## src/rtl/serial_pkg.sv

```systemverilog
// Shared types and constants for the single-bit registered serial link.
// Used by the transmitter now and by the receiver later.
package serial_pkg;

    typedef enum logic [1:0] {
        IDLE  = 2'd0,
        START = 2'd1,
        DATA  = 2'd2,
        STOP  = 2'd3
    } state_t;

    localparam logic LINE_IDLE   = 1'b1;
    localparam logic START_LEVEL = 1'b0;

    // Clocks occupied by one frame, excluding the mandatory idle cycle between frames.
    function automatic int unsigned frame_cycles(input int unsigned data_width,
                                                 input int unsigned stop_bits,
                                                 input int unsigned clk_per_bit);
        return (1 + data_width + stop_bits) * clk_per_bit;
    endfunction

endpackage

```

## src/rtl/serial_baud_tick.sv

```systemverilog
// Bit-period counter: emits a one-cycle tick on the last clock of each bit period.
// A synchronous clear restarts the period so the first bit after a load is full length.
module serial_baud_tick #(
    parameter int CLK_PER_BIT = 4
) (
    input  logic aclk,
    input  logic arstn,
    input  logic clear_i,
    input  logic en_i,
    output logic tick_o
);

    localparam int CW = (CLK_PER_BIT > 1) ? $clog2(CLK_PER_BIT) : 1;
    localparam logic [CW-1:0] LAST = CW'(CLK_PER_BIT - 1);

    logic [CW-1:0] cnt_q;
    logic [CW-1:0] cnt_d;

    always_comb begin
        cnt_d = cnt_q;
        if (clear_i) begin
            cnt_d = '0;
        end else if (en_i) begin
            cnt_d = (cnt_q == LAST) ? '0 : cnt_q + 1'b1;
        end
    end

    always_ff @(posedge aclk or negedge arstn) begin
        if (!arstn) begin
            cnt_q <= '0;
        end else begin
            cnt_q <= cnt_d;
        end
    end

    // With CLK_PER_BIT=1 LAST is zero, so the tick fires every enabled cycle.
    assign tick_o = en_i && (cnt_q == LAST);

endmodule

```

## src/rtl/serial_tx.sv

```systemverilog
// Serial transmitter: start bit, DATA_WIDTH data bits LSB-first, STOP_BITS stop bits.
// All outputs are registered; tx_valid/tx_data are only looked at while tx_ready is high.
module serial_tx
    import serial_pkg::*;
#(
    parameter int DATA_WIDTH  = 8,
    parameter int CLK_PER_BIT = 4,
    parameter int STOP_BITS   = 1
) (
    input  logic                  aclk,
    input  logic                  arstn,
    input  logic                  tx_valid,
    output logic                  tx_ready,
    input  logic [DATA_WIDTH-1:0] tx_data,
    output logic                  txd,
    output logic                  busy,
    output logic [1:0]            dbg_state
);

    // Handshake: a word transfers on a rising aclk edge where tx_valid and tx_ready are both 1.
    // tx_ready is high only in IDLE, so the upstream may change tx_valid/tx_data freely while busy.

    localparam int BW = $clog2(DATA_WIDTH + 1);

    state_t                state_q;
    logic [DATA_WIDTH-1:0] shift_q;
    logic [DATA_WIDTH-1:0] shift_nxt;
    logic [BW-1:0]         bit_q;
    logic                  txd_q;
    logic                  ready_q;
    logic                  busy_q;
    logic                  handshake;
    logic                  tick;

    assign handshake = tx_valid && ready_q;
    assign shift_nxt = shift_q >> 1;

    serial_baud_tick #(
        .CLK_PER_BIT (CLK_PER_BIT)
    ) u_baud (
        .aclk    (aclk),
        .arstn   (arstn),
        .clear_i (handshake),
        .en_i    (busy_q),
        .tick_o  (tick)
    );

    always_ff @(posedge aclk or negedge arstn) begin
        if (!arstn) begin
            state_q <= IDLE;
            shift_q <= '0;
            bit_q   <= '0;
            txd_q   <= LINE_IDLE;
            ready_q <= 1'b0;
            busy_q  <= 1'b0;
        end else begin
            case (state_q)
                IDLE: begin
                    if (handshake) begin
                        state_q <= START;
                        shift_q <= tx_data;
                        bit_q   <= '0;
                        txd_q   <= START_LEVEL;
                        ready_q <= 1'b0;
                        busy_q  <= 1'b1;
                    end else begin
                        ready_q <= 1'b1;
                    end
                end
                START: begin
                    if (tick) begin
                        state_q <= DATA;
                        txd_q   <= shift_q[0];
                    end
                end
                DATA: begin
                    if (tick) begin
                        shift_q <= shift_nxt;
                        if (bit_q == BW'(DATA_WIDTH - 1)) begin
                            state_q <= STOP;
                            bit_q   <= '0;
                            txd_q   <= LINE_IDLE;
                        end else begin
                            bit_q <= bit_q + 1'b1;
                            txd_q <= shift_nxt[0];
                        end
                    end
                end
                STOP: begin
                    // bit_q is reused to count stop bits; ready rises as the line goes idle.
                    if (tick) begin
                        if (bit_q == BW'(STOP_BITS - 1)) begin
                            state_q <= IDLE;
                            bit_q   <= '0;
                            ready_q <= 1'b1;
                            busy_q  <= 1'b0;
                        end else begin
                            bit_q <= bit_q + 1'b1;
                        end
                    end
                end
                default: begin
                    state_q <= IDLE;
                end
            endcase
        end
    end

    assign txd       = txd_q;
    assign tx_ready  = ready_q;
    assign busy      = busy_q;
    assign dbg_state = state_q;

endmodule

```

## config.mk

```make
export PLATFORM = sky130hd
export DESIGN_NAME = serial_tx
export DESIGN_NICKNAME = d
export VERILOG_FILES = /design/src/rtl/serial_pkg.sv /design/src/rtl/serial_baud_tick.sv /design/src/rtl/serial_tx.sv
export SDC_FILE = /design/constraint.sdc
export NUM_CORES = 1
export LEC_CHECK = 0
export ABC_AREA = 1
export CAP_MARGIN = 20
export CORE_MARGIN = 2
export CORE_UTILIZATION = 40
export DETAILED_ROUTE_END_ITERATION = 8
export PLACE_DENSITY = 0.63
export SETUP_SLACK_MARGIN = 0.1
export SYNTH_ARGS = -nofsm -noshare
export SYNTH_HDL_FRONTEND = slang
export SYNTH_SLANG_ARGS = --single-unit
export TNS_END_PERCENT = 1
```

## constraint.sdc

```tcl
create_clock -name aclk -period 2.3 [get_ports aclk]
set_input_delay 0.46 -clock aclk [delete_from_list [all_inputs] [get_ports aclk]]
set_output_delay 0.46 -clock aclk [all_outputs]
set_load 0.02 [all_outputs]
```

==> results.yml <==
drt:
  first_pass_iters: 4
  vias_per_cell: 4.81
  detail_route.iter0.violations: 41
  ant_nets: 0
  average_wire_per_cell_in_the_routed_design_um: 11.2
  totalWireLength_mm: 2.35
  drc_errors: 0
  route.vias.total: 1011
critical_path:
  cpLargestDelayFamily: "buffers and inverters"
  timing.critical_path.fanout_max: 2
  crit_path_max_cell_delay_ns: 0.59
  worst_setup_path_end_kind: "primary output"
  worst_ep_required_time_ns: 1.84
  worstPathCellList: "clkdlybuf4s50_1"
  cp.buffers_inverters: 1
  critical_path_s_slowest_cell: "clkdlybuf4s50_1"
  worstSetupStartpointType: "flop"
  number_of_cells_on_the_worst_reg_to_reg_path: 9
  worstSetupPathDepth: 1
  critPathArrivalTime_ns: 1.44
  setup.worst_path.class: "flop to primary output"
die:
  row_count: 20
  design.die.area_um2: 3590
  die_height_um: 60.0
  floorplan.initialDensity: 0.417
  core_region_area_um2: 3000
  boundaryPins: 16
  chipWidth_um: 60.0
yosys:
  synth.lib_cells_used.distinct: 24
  synthCells: 159
  syn_area_um2: 1250
  mappedNetlistNets: 178
  yosys_warnings: 0
  post_synth_main_area_contributors: "dfrtp_1, nand2_1, ha_1, nand2_4, nand3_1"
  synth_top_area_frac: 0.360
  yosys.area.top_type: "dfrtp_1"
  postSynthRegisterBits: 19
  synth.avg_cell_area_um2: 7.88
  synth.yosys.seq_area_share: 0.381
clocking:
  clk_latency_ns: 0.30
  tritoncts.num_buffers: 3
  htree_levels: 1
  clock-sinks: 19
  post_cts_buffers: 0
  clockBufferDepth: 2
  cts.repair.resized: 0
  clk_pin_slew_worst_paths_ns: 0.12
  cts_hold_buf: 0
  buffer_type_at_the_clock_tree_root: "clkbuf_4"
  cts_tree: "yes"
timing:
  worst-slew-pin-transition_ns: 0.294
  postLayoutSetupSlackWorst_ns: 0.402
  min_period_over_period: 0.825
  achievable_frequency_ghz: 0.527
  report.final.slew_viol_count: 0
  timing.final.hold_violations: 0
  setup-tns-final_ns: 0
  final-setup-viol-count: 0
  timing.max_slew.rel_slack: 0.804
  final.setup_skew_ns: 0.0141
  unrepaired_setup_endpoints_after_global_routing: "false"
  post-route-min-period_ns: 1.90
global_route:
  grt-ovfl-total: 0
  grtUsageTotal: 0.152
  grt_start_max_net_pins: 20
  grt_first_pass_wirelength_mm: 4.17
  grt_antenna_before_repair: 0
  first_global_vias: 984
layout:
  diodes: 0
  finished_layout_cells: 210
  syn_to_layout_area_delta_pct: 16.8
  final_common_cell: "nand2_1"
  layout-drive-gt1-share: 0.164
  layout_common_cells: "nand2_1, dfrtp_1, clkdlybuf4s50_1"
  layout.nets: 197
power:
  clockPowerShare: 0.082
  ir_drop_worst_vdd_v: 0.000558
  power_per_cell_area_nw_per_um2: 1440
  total_leakage_power_nw: 0.770
  combPwrFrac: 0.640
  internal-power_mw: 1.05
  reg_power_frac: 0.278
  sw_frac_of_total: 0.501
  total_switching_power_mw: 1.06
job:
  max_cap_viols: 0
placement:
  place_inst: 206
  dpl_worst_slack_ns: 0.602
  buffer_ports.inserted: 15
  detailed_place_hpwl_mm: 1.80
  gpl.final_weighted_congestion: 0.774
worst_hold_path:
  min-delay-path-class: "input port to async pin"
run_status:
  status: "complete, no violations"
[cells by family (layout without fill, tap and decap cells)]
| family | count (synthesis) | count (layout) | synth area share |
|---|---|---|---|
| fa+ha+maj | 8 | 8 | 0.0799 |
| simple gates | 95 | 95 | 0.381 |
| flops | 19 | 19 | 0.381 |
| xor+xnor | 2 | 2 | 0.0140 |
| buf+inv | 17 | 35 | 0.0609 |
| compound gates | 18 | 18 | 0.0839 |
[per-layer routing]
layer	GRT usage	routed length, um	vias to the layer above	part of all wire
met3	0.0195	102	2	0.043
li1	-	-	538	-
met5	0	0	-	0
met1	0.186	1080	451	0.46
met4	0.0571	15	0	0.0064
met2	0.269	1160	20	0.49
[synthesized netlist by cell type]
| master | instances |
|---|---|
| or2_2 | 1 |
| nor2_4 | 1 |
| nand3_2 | 1 |
| buf_4 | 1 |
| buf_2 | 1 |
| inv_2 | 3 |
| a21oi_1 | 1 |
| o21ai_1 | 8 |
| inv_1 | 11 |
| xnor2_1 | 1 |
| nand4_1 | 2 |
| nor2_8 | 2 |
| xor2_1 | 1 |
| nand2_4 | 6 |
| nand2_2 | 4 |
| o21ai_2 | 4 |
| o21ai_0 | 5 |
| dfrtp_1 | 18 |
| nand3_1 | 9 |
| nor2_1 | 5 |
| nand2_1 | 64 |
| buf_6 | 1 |
| ha_1 | 8 |
| dfstp_2 | 1 |
[sequential cells by signal, indices dropped and copies added (netlist names)]
| name | count |
|---|---|
| shift_q | 8 |
| bit_q | 4 |
| dbg_state | 2 |
| u_baud.cnt_q | 2 |
| busy | 1 |
| tx_ready | 1 |
| txd | 1 |
[through the flow]
stage	area [um^2]	hold slack [ns]	util	total power, mW
finish	1460	0.479	0.487	2.11
global route	1460	0.501	0.487	2.33
CTS	1460	0.477	0.487	2.15
detailed placement	1440	0.473	0.478	1.96
global placement	1440	0.462	0.478	1.93
floorplan	1250	0.164	-	1.65
[path summary, 6_finish.rpt]
path / start / to / slack, ns
max: txd / txd / 0.40
min: arstn / tx_ready / 0.48
max reg2reg: dbg_state[0] / bit_q[0] / 0.60
min reg2reg: txd / txd / 0.49
max in group asynchronous: arstn / txd / 1.56
min in group aclk: txd / txd / 0.49
[power groups by stage]
stage          clock (mW)  combinational (mW)  sequential [mW]
3_3_place_gp            0                1.34            0.590
3_5_place_dp            0                1.36            0.597
4_1_cts             0.187                1.37            0.589
5_1_grt             0.196                1.53            0.604
6_report            0.173                1.35            0.587
2_1_floorplan           0                1.03            0.628
[worst register-to-register path: stages, from the launching register on]
cell and delay [ns]:
dfrtp_1 0.44, inv_1 0.12, ha_1 0.34, inv_2 0.17, nand2_1 0.14, nand2_4 0.08, nor2_8 0.13, inv_2 0.06
nand2_1 0.07, o21ai_2 0.05
[final cells by class]
class,count,area (um^2)
Inverter,14,52.6
Clock buffer,3,22.5
Fill cell,294,1540
Sequential cell,19,477
Clock inverter,1,5.00
Timing Repair Buffer,17,165
Tap cell,33,41.3
Multi-Input combinational cell,123,699
Power figures use the tool's default switching activity.
